`config.mk`:
```
export PLATFORM = sky130hd
export DESIGN_NAME = serial_adder_ctrl_flat
export DESIGN_NICKNAME = d
export VERILOG_FILES = /design/src/rtl/serial_adder_pkg.sv /design/src/rtl/serial_adder_ctrl_if.sv /design/src/rtl/serial_adder_ctrl_fa.sv /design/src/rtl/serial_adder_ctrl.sv /design/src/flat_wrapper.sv
export SDC_FILE = /design/constraint.sdc
export NUM_CORES = 1
export LEC_CHECK = 0
export CORE_ASPECT_RATIO = 0.6
export CORE_MARGIN = 3
export CORE_UTILIZATION = 55
export CTS_BUF_LIST = sky130_fd_sc_hd__clkbuf_4 sky130_fd_sc_hd__clkbuf_8 sky130_fd_sc_hd__clkbuf_16
export DETAILED_ROUTE_END_ITERATION = 16
export GPL_TIMING_DRIVEN = 1
export PLACE_DENSITY = 0.91
export SLEW_MARGIN = 20
export SYNTH_ARGS = -nofsm -noshare
export SYNTH_HDL_FRONTEND = slang
export SYNTH_SLANG_ARGS = --single-unit
```
`constraint.sdc`:
```
create_clock -name clk -period 4.61 [get_ports clk]
set_input_delay 1.383 -clock clk [delete_from_list [all_inputs] [get_ports clk]]
set_output_delay 1.383 -clock clk [all_outputs]
set_load 0.02 [all_outputs]
```
`src/rtl/serial_adder_pkg.sv`:
```
// Shared types and defaults for the bit-serial adder controller.
package serial_adder_pkg;

  localparam int unsigned DEFAULT_WIDTH = 8;

  typedef enum logic [1:0] {
    IDLE = 2'd0,
    RUN  = 2'd1,
    DONE = 2'd2
  } state_t;

endpackage

```
`src/rtl/serial_adder_ctrl_if.sv`:
```
// Start/operand/result bundle between a requester and serial_adder_ctrl.
interface serial_adder_ctrl_if
  import serial_adder_pkg::*;
#(
  parameter int unsigned WIDTH = DEFAULT_WIDTH
);

  logic             Start;
  logic [WIDTH-1:0] A_in;
  logic [WIDTH-1:0] B_in;
  logic             Cin;
  logic             Ready;
  logic             Busy;
  logic             Done;
  logic [WIDTH-1:0] Sum_out;
  logic             Cout;

  modport master (
    output Start, A_in, B_in, Cin,
    input  Ready, Busy, Done, Sum_out, Cout
  );

  modport slave (
    input  Start, A_in, B_in, Cin,
    output Ready, Busy, Done, Sum_out, Cout
  );

endinterface

```
`src/rtl/serial_adder_ctrl_fa.sv`:
```
// Purely combinational 1-bit full-adder cell used by the serial adder.
module FA_1_bit (
  input  logic A,
  input  logic B,
  input  logic Cin,
  output logic Sum,
  output logic Cout
);

  assign Sum  = A ^ B ^ Cin;
  assign Cout = (A & B) | (Cin & (A ^ B));

endmodule

```
`src/rtl/serial_adder_ctrl.sv`:
```
// Bit-serial adder: one FA_1_bit cell, LSB first, one bit per clock,
// registered carry loop, Moore-decoded Ready/Busy/Done.
module serial_adder_ctrl
  import serial_adder_pkg::*;
#(
  parameter int unsigned WIDTH = DEFAULT_WIDTH
) (
  input logic               clk,
  input logic               rst,
  serial_adder_ctrl_if.slave bus
);

  localparam int unsigned CW = $clog2(WIDTH);

  state_t           state;
  state_t           state_nxt;
  logic [WIDTH-1:0] a_sh;
  logic [WIDTH-1:0] b_sh;
  logic [WIDTH-1:0] sum_sh;
  logic [WIDTH-1:0] sum_q;
  logic             carry;
  logic             cout_q;
  logic [CW-1:0]    cnt;
  logic             fa_sum;
  logic             fa_cout;
  logic             last;

  FA_1_bit u_fa (
    .A    (a_sh[0]),
    .B    (b_sh[0]),
    .Cin  (carry),
    .Sum  (fa_sum),
    .Cout (fa_cout)
  );

  assign last = (cnt == CW'(WIDTH - 1));

  always_ff @(posedge clk or posedge rst) begin
    if (rst) begin
      state <= IDLE;
    end else begin
      state <= state_nxt;
    end
  end

  always_comb begin
    state_nxt = state;
    unique case (state)
      IDLE:    if (bus.Start) state_nxt = RUN;
      RUN:     if (last) state_nxt = DONE;
      DONE:    state_nxt = IDLE;
      default: state_nxt = IDLE;
    endcase
  end

  always_comb begin
    bus.Ready = 1'b0;
    bus.Busy  = 1'b0;
    bus.Done  = 1'b0;
    unique case (state)
      IDLE:    bus.Ready = 1'b1;
      RUN:     bus.Busy  = 1'b1;
      DONE:    bus.Done  = 1'b1;
      default: ;
    endcase
  end

  assign bus.Sum_out = sum_q;
  assign bus.Cout    = cout_q;

  // cnt parks at WIDTH-1 on the final edge instead of wrapping; it is
  // reloaded on the next accept, so the visible behaviour is unchanged.
  always_ff @(posedge clk or posedge rst) begin
    if (rst) begin
      a_sh   <= '0;
      b_sh   <= '0;
      sum_sh <= '0;
      carry  <= 1'b0;
      cnt    <= '0;
      sum_q  <= '0;
      cout_q <= 1'b0;
    end else begin
      unique case (state)
        IDLE: begin
          if (bus.Start) begin
            a_sh   <= bus.A_in;
            b_sh   <= bus.B_in;
            carry  <= bus.Cin;
            cnt    <= '0;
            sum_sh <= '0;
          end
        end
        RUN: begin
          sum_sh <= {fa_sum, sum_sh[WIDTH-1:1]};
          carry  <= fa_cout;
          a_sh   <= {1'b0, a_sh[WIDTH-1:1]};
          b_sh   <= {1'b0, b_sh[WIDTH-1:1]};
          cnt    <= last ? cnt : cnt + 1'b1;
          if (last) begin
            sum_q  <= {fa_sum, sum_sh[WIDTH-1:1]};
            cout_q <= fa_cout;
          end
        end
        default: ;
      endcase
    end
  end

endmodule

```
`src/flat_wrapper.sv`:
```
// flat-port wrapper written by rule: the top's interface ports become plain ports
module serial_adder_ctrl_flat import serial_adder_pkg::*;
#(
  parameter int unsigned WIDTH = DEFAULT_WIDTH
)
  (clk, rst, bus_Start, bus_A_in, bus_B_in, bus_Cin, bus_Ready, bus_Busy, bus_Done, bus_Sum_out, bus_Cout);
  serial_adder_ctrl_if #(.WIDTH(WIDTH)) bus_i ();
  input logic clk;
  input logic rst;
  input wire logic [$bits(bus_i.Start)-1:0] bus_Start;
  input wire logic [$bits(bus_i.A_in)-1:0] bus_A_in;
  input wire logic [$bits(bus_i.B_in)-1:0] bus_B_in;
  input wire logic [$bits(bus_i.Cin)-1:0] bus_Cin;
  output wire logic [$bits(bus_i.Ready)-1:0] bus_Ready;
  output wire logic [$bits(bus_i.Busy)-1:0] bus_Busy;
  output wire logic [$bits(bus_i.Done)-1:0] bus_Done;
  output wire logic [$bits(bus_i.Sum_out)-1:0] bus_Sum_out;
  output wire logic [$bits(bus_i.Cout)-1:0] bus_Cout;
  assign bus_i.Start = bus_Start;
  assign bus_i.A_in = bus_A_in;
  assign bus_i.B_in = bus_B_in;
  assign bus_i.Cin = bus_Cin;
  assign bus_Ready = bus_i.Ready;
  assign bus_Busy = bus_i.Busy;
  assign bus_Done = bus_i.Done;
  assign bus_Sum_out = bus_i.Sum_out;
  assign bus_Cout = bus_i.Cout;
  serial_adder_ctrl #(.WIDTH(WIDTH)) u_core (.clk(clk), .rst(rst), .bus(bus_i));
endmodule
```
## Yosys cells after proc, flatten, opt, wreduce, memory -nomap -nowiden

Cells that the tools add are included.

- Register bits: 39
- Input bits: 20
- Output and inout bits: 12
- Word-level logic and storage cells: 43

- Reductions and logical operators: 6
- Bitwise gates (word level): 5
- Eq/ne operators: 6
- Add/subtract/negate cells: 1
- Muxes and demuxes: 17

Operators by type and width:

| kind | number |
|---|---|
| 8-bit one-hot mux with 2 select lines | 3 |
| 8-bit 2-to-1 mux | 3 |
| 3-bit 2-to-1 mux | 2 |
| 3-bit one-hot mux with 2 select lines | 1 |
| 2-bit AND reduction | 3 |
| 1-bit 2-to-1 mux | 4 |
| 2-bit 2-to-1 mux | 2 |
| 2-bit != test, second input constant | 2 |
| 2-bit one-hot mux with 2 select lines | 1 |
| 3-bit by 1-bit adder with 3-bit output, second input constant | 1 |
| 3-bit == test, second input constant | 1 |
| 3-bit AND reduction | 1 |
| 1-bit AND | 2 |
| 2-bit by 1-bit == test with 1-bit output, second input constant | 1 |
| 2-bit == test, second input constant | 1 |
| 2-bit zero test | 1 |
| 2-bit by 1-bit != test with 1-bit output, second input constant | 1 |
| 1-bit one-hot mux with 2 select lines | 1 |
| 2-bit nonzero test | 1 |
| 1-bit bitwise XOR | 2 |
| 1-bit bitwise OR | 1 |

## Logic depth before layout (Yosys ltp)

Gate-level depths: netlist of the first run.

- Word-level depth: 4
- Depth in mapped cells: 6
- Gate-level depth less buffers: 5

## Cells and area by module

A second synthesis of the first run with hierarchy kept.

- Cell total of the unflattened synthesis: 144
- Area total of the unflattened synthesis: 1,729.2 um^2

Modules (own cells, without submodules):

| module | times used | sequential area each (um^2) | area an instance (um^2) | cells each |
|---|---|---|---|---|
| serial_adder_ctrl | 1 | 950.9 | 1,709.1 | 143 |
| FA_1_bit | 1 | 0.0 | 20.0 | 1 |

## Worst setup path after synthesis of the first run

Ideal clock, no wire load.

- Kind: register -> output
- From: reg u_core.state[0]
- To: out bus_Ready
- Slack: 2,272 ps
- Cell stages (with the launch flop): 3
- Arrival: 955 ps
- Path buffers: 1
- Data required time: 3,227 ps
- Cells stage by stage: dfrtp_1 buf_2 nor2_1

- Cells in the longest elaborated chain, start to end: 2

RTL lines:

| item | line | text |
|---|---|---|
| start, declared | serial_adder_ctrl.sv:15 | `state_t state;` |
| start signal, assigned | serial_adder_ctrl.sv:42 | `state <= state_nxt;` |
| 2-bit zero test | serial_adder_ctrl.sv:60 | `unique case (state)` |
| 1-bit 2-to-1 mux | serial_adder_ctrl.sv:60 |  |
| end, declared | flat_wrapper.sv:14 | `output wire logic [$bits(bus_i.Ready)-1:0] bus_Ready;` |

Every way passes these cells.

## Worst setup path after layout of the first run

- From: reg u_core.state[0]
- To: out bus_Busy

- Cells in the longest elaborated chain, start to end: 2

RTL lines:

| item | line | text |
|---|---|---|
| 2-bit by 1-bit == test with 1-bit output | serial_adder_ctrl.sv:60 |  |
| 1-bit 2-to-1 mux | serial_adder_ctrl.sv:60 |  |
| end, declared | flat_wrapper.sv:15 | `output wire logic [$bits(bus_i.Busy)-1:0] bus_Busy;` |

Every way passes these cells.

==> results by group, run 1 <==
Drt
  • Remaining DRCs: 0
  • Uppermost layer routed: met4
  • Final wirelength: 3.84 mm
  • Vias per cell: 6.10
  • Vias: 1282
  • Router iterations before antenna repair: 5
  • WL per Instance: 18.3 um
  • Met3 wire length: 346 um
  • Met2 routed WL: 1.81 mm
  • Metal-1 WL: 1.59 mm
  • Routed Antenna Nets: 0
  • Starting DRT DRC Count: 91

Power
  • Total power: 1.46 mW
  • Lkg Pwr: 0.938 nW
  • Clock power share: 18.7%
  • Switching share of power: 36.6%
  • Comb power frac: 39.8%
  • Pwr dens: 687 nW/um2
  • Reg power frac: 41.4%
  • Net Switching: 0.535 mW
  • Internal cell power: 0.928 mW
  • Peak VDD IR: 0.363 mV

Synthesis
  • Ys flop type: dfrtp_1
  • Synth Area per Inst: 12.3 um2
  • Count leader, synth: dfrtp_1
  • Sequential element share of the synthesized area: 55.8%
  • Synthesis-stage register bit count: 38
  • Synthesized instance count: 139
  • Async SR Flop Fraction: 100%
  • Top-area cell type share of the netlist area: 55.8%
  • Synth Net Count: 162
  • Post-synth top cells: dfrtp_1, o22ai_1, a21oi_1
  • EDFF count, synth: 0
  • Synth area leaders: dfrtp_1, o22ai_1, mux2_4
  • Yosys Warn Count: 0
  • Synth area leader: dfrtp_1
  • Distinct cells, synth: 25
  • Mapped Area: 1700 um2

Global route
  • Gr ovfl total: 0
  • Antenna violations before repair: 0
  • First-pass GRT wire length: 6.38 mm
  • Total GRT Usage: 22.0%
  • Largest net degree at the start of global routing: 39
  • Vias in the first global route: 1250

Timing
  • Hold Worst Slack: 498 ps
  • RSZ-0062 raised after global routing: false
  • Final period utilization: 70.9%
  • Fin crit period: 3270 ps
  • Slew Limit Fails: 0
  • Slew at the pin closest to its max-slew limit: 643 ps
  • Setup TNS: 0 ps
  • Hold Vio Cnt, Final: 0
  • Layout Skew: 5.24 ps
  • F_max: 306 MHz
  • Rel. slew slack: 57.1%
  • Final setup vio count: 0

Critical path
  • R2R depth: 4
  • Startpoint Class: flip-flop
  • Worst r2r src: u_core.state[1]
  • Reg-to-Reg End: u_core.bus.Cout
  • Slowest CP cell: dfrtp_1
  • Arrival time worst endpoint: 1890 ps
  • Buf+Inv Stages, Crit Path: 2
  • R2R setup slack: 3020 ps
  • Endpoint class of the critical path: output port
  • Crit path kind: flip-flop to output port
  • Crit-path max cell delay: 620 ps
  • Cell Chain, Critical Path: nand2b_4 -> clkinv_4 -> clkdlybuf4s50_1
  • CP required: 3230 ps
  • Family with the most delay on the worst path: buffers and inverters
  • Largest fanout on the critical path: 13

CTS
  • Clock Tree Root: clkbuf_8
  • Reg clk slew, reported paths: 70 ps
  • H-tree Lvls: 2
  • Clk_lat worst skew: 290 ps
  • Cts bufs inserted: 5
  • Clk sinks: 38
  • Post_cts resized: 0
  • CTS tree: built
  • Postcts setup bufs: 0
  • # hold bufs at CTS: 0
  • Clk buf depth: 2

Die
  • # rows: 14
  • DIE HEIGHT: 49.1 um
  • Starting Density: 62.7%
  • Die width: 77.8 um
  • Die area: 3820 um2
  • Core box area: 2720 um2
  • I/O pins: 32

Run
  • Max Cap Viol: 0

Hold path
  • Hold Crit Depth: 1
  • Hold_sp: u_core.b_sh[7]
  • Hold Path End: u_core.b_sh[7]
  • Hold Crit Class: flip-flop to flip-flop

Place
  • Routability cong.: 0.760
  • IO Port Bufs: 31
  • Post-DP HPWL: 2.57 mm
  • Dpl cell area: 2020 um2

Final layout
  • Final net count: 192
  • # diodes: 0
  • Post-route design area: 2130 um2
  • Share of layout cells above drive strength 1: 14.7%
  • Layout Area Growth over Synthesis: 25.0%

Status
  • Status: finished clean
[final cells by class]
cell class              instances  area, um2
fillers                       173        587
repair buffers                 33        325
multi-input cells              83        658
clock buffers                   5       68.8
inverters                       8       35.0
clock inverters                 3       40.0
flip-flops and latches         38        951
well taps                      40       50.0
[worst max-delay path by stage]
stage               cells after the start        endpoint            start  slack, ps
global placement                        4  u_core.b_sh[4]        bus_Start       1630
floorplan                               2       bus_Ready  u_core.state[0]       2270
CTS                                     3        bus_Busy  u_core.state[0]       1340
finish                                  3        bus_Busy  u_core.state[0]       1340
global route                            3        bus_Busy  u_core.state[0]       1250
detailed placement                      4  u_core.b_sh[6]        bus_Start       1580
[cell usage in the layout (no fill, tap or decap)]
master	synthesis	final
o21ai_2	1	1
clkinv_2	0	2
a22o_1	7	7
nor2_1	3	3
ha_1	2	2
fa_1	1	1
clkinv_4	1	1
o22ai_1	24	24
clkbuf_8	0	5
nand2_8	1	1
nand2b_4	1	1
a21oi_1	17	17
o2bb2ai_1	3	3
nor3_1	1	1
nand2_1	1	1
buf_4	1	2
a32o_1	2	2
clkdlybuf4s50_1	0	31
nand2b_1	5	5
a22oi_1	2	2
bufinv_16	0	1
inv_2	2	2
o32ai_1	3	3
dfrtp_1	38	38
inv_1	5	5
mux2_4	9	9
[worst reg2reg max path, delay by kind of cell (launching register included)]
kind	cells	cell delay (ps)
DFF	1	550
and+or+nand+nor	2	470
muxes	1	320
buffers and inverters	1	150
[state kept, by name (all words and copies together) (netlist names)]
| register | cells |
|---|---|
| u_core.bus.Cout | 1 |
| u_core.state | 2 |
| u_core.sum_sh | 7 |
| u_core.b_sh | 8 |
| u_core.carry | 1 |
| u_core.cnt | 3 |
| u_core.bus.Sum_out | 8 |
| u_core.a_sh | 8 |
[logic make-up (layout without fill, tap and decap cells)]
family / count (synthesis) / after routing / synth area share, %
buffers and inverters: 18 / 49 / 5.51
muxes: 9 / 9 / 7.94
adders and majority gates: 3 / 3 / 2.64
AOI/OAI and AO/OA: 59 / 59 / 23.1
DFF: 38 / 38 / 55.8
and+or+nand+nor: 12 / 12 / 5.00
[metrics by stage]
step	util (%)	worst slack, ps	instances
after floorplan	-	2270	139
after global placement	74.4	1630	202
after detailed placement	74.4	1580	202
after CTS	78.4	1340	210
after global routing	78.4	1250	210
final	78.4	1340	210
[power groups by stage]
stage	clock (mW)	combinational (mW)	sequential, mW
after global placement	0	0.541	0.592
after detailed placement	0	0.573	0.607
after global routing	0.296	0.635	0.626
after floorplan	0	0.382	0.608
final	0.274	0.583	0.606
after CTS	0.277	0.584	0.603
[routing by layer]
| layer | track usage, % | vias up |
|---|---|---|
| met3 | 6.64 | 11 |
| met1 | 28.7 | 622 |
| li1 | - | 581 |
| met4 | 10.1 | 0 |
| met5 | 0 | - |
| met2 | 33.9 | 68 |
(Power assumes the default switching activity.)
==> inputs of run 2 (changes only) <==
CORE_UTILIZATION = 51   (was 55)
PLACE_DENSITY = 0.85   (was 0.91)
clock period = 3.3 ns   (was 4.61 ns; I/O delays follow)
==> run 2 against run 1 <==
Net effect: total power rose by 34%; critical path depth did not move; clock skew fell by 1.1 ps; first-iteration DRC count fell by 5.5%; sequential share of layout area rose by 0.24 points; non-clock buffer count did not move; critical endpoint unchanged; combinational power rose by 36%.
==> results by group, run 2 (same netlist as run 1, synthesis figures left out) <==
Global route
  • Total GRT Usage: 20.2%
  • Largest net degree at the start of global routing: 39
  • Gr ovfl total: 0
  • First-pass GRT wire length: 6.01 mm
  • Antenna violations before repair: 0
  • Vias in the first global route: 1245

CTS
  • Post_cts resized: 0
  • Postcts setup bufs: 0
  • Clk sinks: 38
  • Cts bufs inserted: 5
  • Clk buf depth: 2
  • # hold bufs at CTS: 0
  • H-tree Lvls: 2
  • Clk_lat worst skew: 280 ps
  • Clock Tree Root: clkbuf_8
  • CTS tree: built
  • Reg clk slew, reported paths: 70 ps

Die
  • Starting Density: 56.4%
  • DIE HEIGHT: 50.8 um
  • # rows: 15
  • Die width: 80.6 um
  • Die area: 4090 um2
  • I/O pins: 32
  • Core box area: 3020 um2

Critical path
  • Crit-path max cell delay: 620 ps
  • Largest fanout on the critical path: 13
  • Buf+Inv Stages, Crit Path: 2
  • R2R depth: 4
  • Startpoint Class: flip-flop
  • Slowest CP cell: dfrtp_1
  • CP required: 2310 ps
  • Crit. path cell count: 3
  • Family with the most delay on the worst path: buffers and inverters
  • Crit path kind: flip-flop to output port
  • Arrival time worst endpoint: 1870 ps
  • Endpoint class of the critical path: output port
  • Cell Chain, Critical Path: nand2b_4 -> clkinv_4 -> clkdlybuf4s50_1

Final layout
  • Share of layout cells above drive strength 1: 14.7%
  • Layout Area Growth over Synthesis: 24.3%
  • Fill cells: 215
  • Finished Layout Cells: 212
  • Reg area: 951 um2
  • Commonest non-fill, non-tap cell in the layout: dfrtp_1
  • Final net count: 192
  • Highest-count cells in the layout ignoring fill and taps: dfrtp_1, clkdlybuf4s50_1, o22ai_1, a21oi_1, mux2_4
  • Multi-input combinational cell area: 658 um2
  • # diodes: 0

Place
  • IO Port Bufs: 31
  • Post-DP HPWL: 2.54 mm
  • Routability cong.: 0.794
  • Placed instance count: 204

Power
  • Lkg Pwr: 0.932 nW
  • Peak VDD IR: 0.399 mV
  • Total power: 1.96 mW
  • Pwr dens: 928 nW/um2

Timing
  • Slew at the pin closest to its max-slew limit: 632 ps
  • Layout Skew: 4.10 ps
  • F_max: 349 MHz
  • Final period utilization: 86.8%
  • Rel. slew slack: 57.8%
  • Fin crit period: 2860 ps
  • Hold Vio Cnt, Final: 0
  • Setup TNS: 0 ps
  • Slew Limit Fails: 0
  • RSZ-0062 raised after global routing: false
  • Final setup vio count: 0

Drt
  • WL per Instance: 16.7 um
  • Vias per cell: 5.87
  • Remaining DRCs: 0
  • Vias: 1245
  • Final wirelength: 3.54 mm
  • Starting DRT DRC Count: 86
  • Routed Antenna Nets: 0
  • Router iterations before antenna repair: 4

Status
  • Status: finished clean

Hold path
  • Hold Crit Depth: 1
  • Hold Crit Class: flip-flop to flip-flop

Run
  • Max Cap Viol: 0
run 2: cell types whose count changed in the layout (fill, tap and decap cells not counted):
| cell | before | now |
|---|---|---|
| bufinv_16 | 1 | 0 |
| clkbuf_4 | 0 | 1 |
| clkbuf_8 | 5 | 6 |
| clkinv_2 | 2 | 1 |
run 2: worst paths after layout:
check / slack, ps / end / start
max in group asynchronous: 1840 / u_core.b_sh[0] / rst
setup reg to reg: 1740 / u_core.bus.Sum_out[6] / u_core.state[1]
hold reg to reg: 510 / u_core.b_sh[7] / u_core.b_sh[7]
hold / removal: 510 / u_core.b_sh[7] / u_core.b_sh[7]
min in group asynchronous: 1130 / u_core.bus.Cout / rst
setup / recovery: 440 / bus_Busy / u_core.state[0]
run 2: power breakdown:
part	total [mW]	internal, mW	switching, mW
clock network	0.328	0.177	0.151
registers	0.846	0.670	0.175
logic	0.791	0.402	0.390
run 2: area by class of cell:
cell class,count,area share [%]
Timing Repair Buffer,33,15.4
Clock inverter,1,0.236
Clock buffer,7,4.26
Tap cell,42,2.48
Inverter,8,1.65
Multi-Input combinational cell,83,31.1
Sequential cell,38,44.9
run 2: metal layers:
layer / wire (um) / part of all wire [%] / global-route usage [%]
met2: 1580 / 45 / 29.3
met5: 0 / 0 / 0
met3: 224 / 6.3 / 8.78
met4: 47 / 1.3 / 6.18
met1: 1690 / 48 / 27.3
run 2: per-stage QoR:
stage / instance area [um2] / setup slack (ps) / hold WS, ps / util (%)
final: 2120 / 437 / 508 / 70.1
after global routing: 2120 / 359 / 526 / 70.1
after CTS: 2120 / 440 / 514 / 70.1
after detailed placement: 2020 / 763 / 497 / 66.9
after global placement: 2020 / 798 / 485 / 66.9
after floorplan: 1700 / 1350 / 457 / -
